==> config.mk <==
export PLATFORM = sky130hd
export DESIGN_NAME = pipe_stage
export DESIGN_NICKNAME = d
export VERILOG_FILES = /design/src/rtl/pipe_pkg.sv /design/src/rtl/pipe_slot.sv /design/src/rtl/pipe_stage.sv
export SDC_FILE = /design/constraint.sdc
export NUM_CORES = 1
export LEC_CHECK = 0
export ABC_AREA = 1
export BUFFER_PORTS_ARGS = -buffer_cell sky130_fd_sc_hd__buf_2
export CAP_MARGIN = 10
export CORE_MARGIN = 10
export CORE_UTILIZATION = 24
export CTS_BUF_LIST = sky130_fd_sc_hd__clkbuf_8
export DETAILED_ROUTE_END_ITERATION = 8
export GPL_TIMING_DRIVEN = 0
export SETUP_SLACK_MARGIN = 0.15
export SYNTH_ARGS = -nofsm -noshare
export SYNTH_HDL_FRONTEND = slang
export SYNTH_HIERARCHICAL = 1
export SYNTH_SLANG_ARGS = --single-unit
==> constraint.sdc <==
create_clock -name clk_i -period 2.8 [get_ports clk_i]
set_clock_uncertainty 0.1 [all_clocks]
set_input_delay 0.56 -clock clk_i [delete_from_list [all_inputs] [get_ports clk_i]]
set_output_delay 0.56 -clock clk_i [all_outputs]
set_load 0.005 [all_outputs]
==> src/rtl/pipe_pkg.sv <==
// rtl/pipe_pkg.sv - shared widths, control-bit indices and slot operations for the pipeline stage registers
// Contents:
//   *_CTRL_W / *_<FIELD>  control-bundle width and bit index per stage boundary
//   NOP_CTRL              control value presented by every empty slot
//   slot_op_e             per-cycle operation applied to one pipe_slot
package pipe_pkg;

  // IF/ID carries no real control yet; one bit keeps the port width legal.
  localparam int IFID_CTRL_W     = 1;
  localparam int IFID_PRED_TAKEN = 0;

  localparam int IDEX_CTRL_W     = 9;
  localparam int IDEX_REGWRITE   = 0;
  localparam int IDEX_MEMTOREG   = 1;
  localparam int IDEX_MEMREAD    = 2;
  localparam int IDEX_MEMWRITE   = 3;
  localparam int IDEX_BRANCH     = 4;
  localparam int IDEX_ALUSRC     = 5;
  localparam int IDEX_REGDST     = 6;
  localparam int IDEX_ALUOP_LO   = 7;
  localparam int IDEX_ALUOP_HI   = 8;

  localparam int EXMEM_CTRL_W    = 5;
  localparam int EXMEM_REGWRITE  = 0;
  localparam int EXMEM_MEMTOREG  = 1;
  localparam int EXMEM_MEMREAD   = 2;
  localparam int EXMEM_MEMWRITE  = 3;
  localparam int EXMEM_BRANCH    = 4;

  localparam int MEMWB_CTRL_W    = 2;
  localparam int MEMWB_REGWRITE  = 0;
  localparam int MEMWB_MEMTOREG  = 1;

  // Widest control bundle any boundary may use; a bubble is all zeros.
  localparam int MAX_CTRL_W = 16;
  localparam logic [MAX_CTRL_W-1:0] NOP_CTRL = '0;

  typedef enum logic [1:0] {
    SLOT_HOLD  = 2'd0,  // keep contents
    SLOT_LOAD  = 2'd1,  // capture a new beat, becomes valid
    SLOT_EMPTY = 2'd2,  // beat left downstream, data kept
    SLOT_FLUSH = 2'd3   // beat killed, data optionally cleared
  } slot_op_e;

endpackage

==> src/rtl/pipe_slot.sv <==
// rtl/pipe_slot.sv - one valid + control + data register entry of a pipeline stage
// Ports:
//   clk_i, rst_i      clock, asynchronous active-low reset
//   op_i              hold / load / empty / flush for this cycle
//   ctrl_i, data_i    beat captured on load
//   valid_o           entry occupied
//   ctrl_o, data_o    stored beat; ctrl_o is NOP_CTRL whenever valid_o = 0
module pipe_slot
  import pipe_pkg::*;
#(
  parameter int CTRL_W   = 2,
  parameter int DATA_W   = 96,
  parameter bit CLR_DATA = 1'b0
) (
  input  logic              clk_i,
  input  logic              rst_i,
  input  slot_op_e          op_i,
  input  logic [CTRL_W-1:0] ctrl_i,
  input  logic [DATA_W-1:0] data_i,
  output logic              valid_o,
  output logic [CTRL_W-1:0] ctrl_o,
  output logic [DATA_W-1:0] data_o
);

  logic              valid_q, valid_d;
  logic [CTRL_W-1:0] ctrl_q,  ctrl_d;
  logic [DATA_W-1:0] data_q,  data_d;

  // Control is zeroed whenever the slot goes empty so a bubble can never
  // write a register or touch memory; data only matters while valid.
  always_comb begin
    valid_d = valid_q;
    ctrl_d  = ctrl_q;
    data_d  = data_q;
    case (op_i)
      SLOT_LOAD: begin
        valid_d = 1'b1;
        ctrl_d  = ctrl_i;
        data_d  = data_i;
      end
      SLOT_EMPTY: begin
        valid_d = 1'b0;
        ctrl_d  = NOP_CTRL[CTRL_W-1:0];
      end
      SLOT_FLUSH: begin
        valid_d = 1'b0;
        ctrl_d  = NOP_CTRL[CTRL_W-1:0];
        if (CLR_DATA) data_d = '0;
      end
      default: ;
    endcase
  end

  always_ff @(posedge clk_i or negedge rst_i) begin
    if (!rst_i) begin
      valid_q <= 1'b0;
      ctrl_q  <= NOP_CTRL[CTRL_W-1:0];
      data_q  <= '0;
    end else begin
      valid_q <= valid_d;
      ctrl_q  <= ctrl_d;
      data_q  <= data_d;
    end
  end

  assign valid_o = valid_q;
  assign ctrl_o  = ctrl_q;
  assign data_o  = data_q;

endmodule

==> src/rtl/pipe_stage.sv <==
// rtl/pipe_stage.sv - elastic inter-stage pipeline register with flush and optional skid entry
// Ports:
//   clk_i, rst_i               clock, asynchronous active-low reset
//   valid_i, ready_o           upstream handshake
//   ctrl_i, data_i             upstream control / data bundle
//   valid_o, ready_i           downstream handshake
//   ctrl_o, data_o             head entry; ctrl_o all zero while valid_o = 0
//   flush_i                    kill held and incoming beats
//   count_o                    occupied entries (0..2)
module pipe_stage
  import pipe_pkg::*;
#(
  parameter int CTRL_W   = 2,
  parameter int DATA_W   = 96,
  parameter bit SKID_EN  = 1'b1,
  parameter bit CLR_DATA = 1'b0
) (
  input  logic              clk_i,
  input  logic              rst_i,
  input  logic              valid_i,
  output logic              ready_o,
  input  logic [CTRL_W-1:0] ctrl_i,
  input  logic [DATA_W-1:0] data_i,
  output logic              valid_o,
  input  logic              ready_i,
  output logic [CTRL_W-1:0] ctrl_o,
  output logic [DATA_W-1:0] data_o,
  input  logic              flush_i,
  output logic [1:0]        count_o
);

  logic              head_v;
  logic [CTRL_W-1:0] head_c;
  logic [DATA_W-1:0] head_d;
  logic [CTRL_W-1:0] head_ctrl_in;
  logic [DATA_W-1:0] head_data_in;
  slot_op_e          head_op;
  logic              accept;
  logic              drain;

  assign accept = valid_i & ready_o;
  assign drain  = head_v & ready_i;

  pipe_slot #(
    .CTRL_W   (CTRL_W),
    .DATA_W   (DATA_W),
    .CLR_DATA (CLR_DATA)
  ) u_head (
    .clk_i   (clk_i),
    .rst_i   (rst_i),
    .op_i    (head_op),
    .ctrl_i  (head_ctrl_in),
    .data_i  (head_data_in),
    .valid_o (head_v),
    .ctrl_o  (head_c),
    .data_o  (head_d)
  );

  generate
    if (SKID_EN) begin : g_skid
      logic              skid_v;
      logic [CTRL_W-1:0] skid_c;
      logic [DATA_W-1:0] skid_d;
      slot_op_e          skid_op;

      pipe_slot #(
        .CTRL_W   (CTRL_W),
        .DATA_W   (DATA_W),
        .CLR_DATA (CLR_DATA)
      ) u_skid (
        .clk_i   (clk_i),
        .rst_i   (rst_i),
        .op_i    (skid_op),
        .ctrl_i  (ctrl_i),
        .data_i  (data_i),
        .valid_o (skid_v),
        .ctrl_o  (skid_c),
        .data_o  (skid_d)
      );

      // Upstream sees only the skid flop, so ready_i never reaches ready_o
      // combinationally; the skid absorbs the one beat already in flight.
      assign ready_o = ~skid_v;

      // The head only ever refills from the skid when the skid holds the
      // older beat; otherwise it takes the incoming beat.
      assign head_ctrl_in = skid_v ? skid_c : ctrl_i;
      assign head_data_in = skid_v ? skid_d : data_i;

      always_comb begin
        head_op = SLOT_HOLD;
        skid_op = SLOT_HOLD;
        if (flush_i) begin
          head_op = SLOT_FLUSH;
          skid_op = SLOT_FLUSH;
        end else if (drain) begin
          if (skid_v) begin
            head_op = SLOT_LOAD;
            skid_op = accept ? SLOT_LOAD : SLOT_EMPTY;
          end else begin
            head_op = accept ? SLOT_LOAD : SLOT_EMPTY;
          end
        end else if (accept) begin
          if (head_v) skid_op = SLOT_LOAD;
          else        head_op = SLOT_LOAD;
        end
      end

      assign count_o = {1'b0, head_v} + {1'b0, skid_v};
    end else begin : g_single
      // Combinational ready_i -> ready_o path: the upstream stage's timing
      // budget must include this stage's ready logic.
      assign ready_o = ~head_v | ready_i;

      assign head_ctrl_in = ctrl_i;
      assign head_data_in = data_i;

      always_comb begin
        head_op = SLOT_HOLD;
        if (flush_i)     head_op = SLOT_FLUSH;
        else if (accept) head_op = SLOT_LOAD;
        else if (drain)  head_op = SLOT_EMPTY;
      end

      assign count_o = {1'b0, head_v};
    end
  endgenerate

  assign valid_o = head_v;
  assign ctrl_o  = head_c;
  assign data_o  = head_d;

endmodule

==> impl_results.md <==
- Hold_ws: 0.185 ns
- Final worst setup slack: 0.383 ns
- DRT Wirelength: 30,700 um
- Overall Power: 7.80 mW
- Largest fanout on the critical path: 10
- Syn Area/Cell: 7.67 um^2
- CP startpoint: g_skid.u_skid/valid_o
- CTS tree: done
- Pwr dens: 690 nW/um^2
- Postcts setup bufs: 0
- Initial antenna violation count: 3
- Mapped cell area: 9140 um^2
- Rel. slew slack: 0.507
- Status: complete, no violations
- Layout Nets: 1,520
- Pre-CTS WS: 0.227 ns
- Reg2Reg Depth: 11
- CTS clock-pin slew for the worst setup and hold paths: 0.10 ns
- CP Class: reg -> reg
- Period utilization: 0.863
- Final Hold Viols: 0
- WHS Endpoint: g_skid.u_skid/data_o[95]
- HP Class: in -> reg
- Syn. warnings: 6
- Placed cell area: 10,800 um^2
- Peak supply drop: 0.296 mV
- FMAX: 0.414 GHz
- Routed wire length per instance: 15.8 um
- Starting DRT DRC Count: 503
- Slew @ Worst Pin: 0.739 ns
- Setup crit start kind: flop
- Final setup vio count: 0
- Leak: 6.45 nW
- Gpl congestion: 0.798
- Final slew viol count: 0
- Synthesized Nets: 1,295
- Share of cells above drive strength 1: 0.202
- Critical Path Sink Type: flop
- First-pass GRT wire length: 48,200 um
- Max Cap Viol: 0
- RSZ-0062 raised after global routing: no
- Die Span X: 215 um
- Vias in the first global route: 8,301
- Layout fillers: 4,096
- Remaining antenna violation count: 0
- Die height: 215 um
- Design area: 11,300 um^2
- Dpl hpwl: 22,300 um
- Worst hold stages: 3
- Commonest cells after routing, fill and taps aside: nand2_1 (695), buf_2 (224), nand3_1 (198), dfrtp_1 (198), clkbuf_1 (27)
- Reg-to-reg slack, setup: 0.38 ns
- Reg-to-Reg Start: g_skid.u_skid/valid_o
- Die area: 46,300 um^2
- Core area: 37,600 um^2
- Critical path arrival: 2.77 ns
- Most common library cell in the layout ignoring fill and taps: nand2_1
- Tot GR Track Use: 0.132
- #FFs+latches synth: 198
- Post-synthesis sequential area ratio: 0.542
- TNS Setup: 0 ns
- Largest net degree at the start of global routing: 111
- Distinct cells, synth: 15
- Min-delay src: data_i[95]
- Clock H-tree levels: 4
- Tmin final: 2.42 ns
- Root Buffer: clkbuf_8
- Sequential Area: 4950 um^2
- Required time worst endpoint: 3.15 ns
- Multi-input gate area: 3660 um^2
- Vias per cell: 4.33
- Rows: 71
- Clk sinks: 198
- Reg-to-Reg End: u_head/data_o[83]
- Buffer levels on the longest clock path: 2
- Internal: 5.22 mW
- Post-route DRC: 0
- Port Buf Inserts: 204
- Grt total ovfl: 0
- Sequential share of power: 0.480
- I/O pins: 205
- Clock latency on the worst-skew pair: 0.51 ns
- Cells after Synth: 1,191
- Sw frac: 0.331
- Starting Density: 0.243
- Logic pwr share: 0.253
- Sw Pwr: 2.58 mW
- Cts bufs inserted: 17
- Area growth syn-to-layout: 23.6%
- Total number of vias: 8,406
- Pre-Repair DR Iteration Count: 6
- Clock power share: 0.268
==> state kept, by name, summed over array words and instances, names as in the netlist <==
register / cells
u_head/data_o: 96
g_skid.u_skid/data_o: 96
u_head/valid_o: 1
g_skid.u_skid/valid_o: 1
u_head/ctrl_o: 2
g_skid.u_skid/ctrl_o: 2
==> power groups by stage <==
stage | Combinational, mW | Sequential [mW] | Clock [mW]
floorplan | 1.04 | 3.79 | 0
global placement | 1.98 | 3.77 | 0
detailed placement | 2.01 | 3.80 | 0
CTS | 2.02 | 3.74 | 2.19
global route | 2.25 | 3.82 | 2.29
finish | 1.97 | 3.74 | 2.09
==> per-stage QoR <==
step	util	instances
after global routing	0.301	1941
after detailed placement	0.288	1907
after global placement	0.287	1906
final	0.301	1941
after CTS	0.300	1938
after floorplan	-	1191
==> how the worst max path moves through the flow <==
stage                                    to  slack, ns  cells after the start
final                     u_head/data_o[83]       0.38                     11
after global placement    u_head/data_o[43]      -2.43                      1
after CTS                 u_head/data_o[83]       0.21                     11
after detailed placement  u_head/data_o[82]       0.23                     11
after global routing      u_head/data_o[84]       0.19                     11
after floorplan           u_head/data_o[70]       1.08                     10
==> repair_timing <==
item	in CTS	in global routing
gates resized for setup	0	2
hold buffers	1	0
hold endpoints to repair	88	0
setup endpoints to repair	0	53
==> layout make-up <==
class,count,share of cell area
Sequential cell,198,0.439
Clock buffer,19,0.0231
Timing Repair Buffer,206,0.0946
Antenna cell,3,0.000664
Buffer,84,0.0449
Inverter,8,0.00266
Tap cell,511,0.0566
Clock inverter,11,0.0153
Multi-Input combinational cell,901,0.324
==> kinds of logic (layout without fill, tap and decap cells) <==
logic type      Yosys count  count (layout)  share of synthesized area
flops                   198             198                      0.542
fa+ha+maj                 1               1                    0.00137
simple gates            897             897                      0.396
compound gates            3               3                    0.00164
other cells               0               3                          0
buf+inv                  92             328                     0.0587
==> cell usage after synthesis (all sizes together) <==
cell	number	share of area
inv	8	0.0033
dfrtp	198	0.54
nor2	2	0.00082
buf	57	0.044
ha	1	0.0014
nand3	198	0.11
o21ai	3	0.0016
nand2	697	0.29
clkbuf	27	0.011
==> worst max-delay path, stage by stage, from the launching register on <==
cell and delay [ns]:
dfrtp_1 0.42, buf_4 0.22, inv_2 0.10, buf_6 0.23, nand2_1 0.10, o21ai_1 0.22
inv_2 0.23, nand2_4 0.24, buf_6 0.20, buf_6 0.16, nand2_1 0.06, nand2_1 0.05
==> layer usage <==
metal	wire length, um	track usage
met1	13600	0.162
met2	15100	0.220
met3	1400	0.0337
met4	584	0.0474
met5	0	0
(Power assumes the default switching activity.)
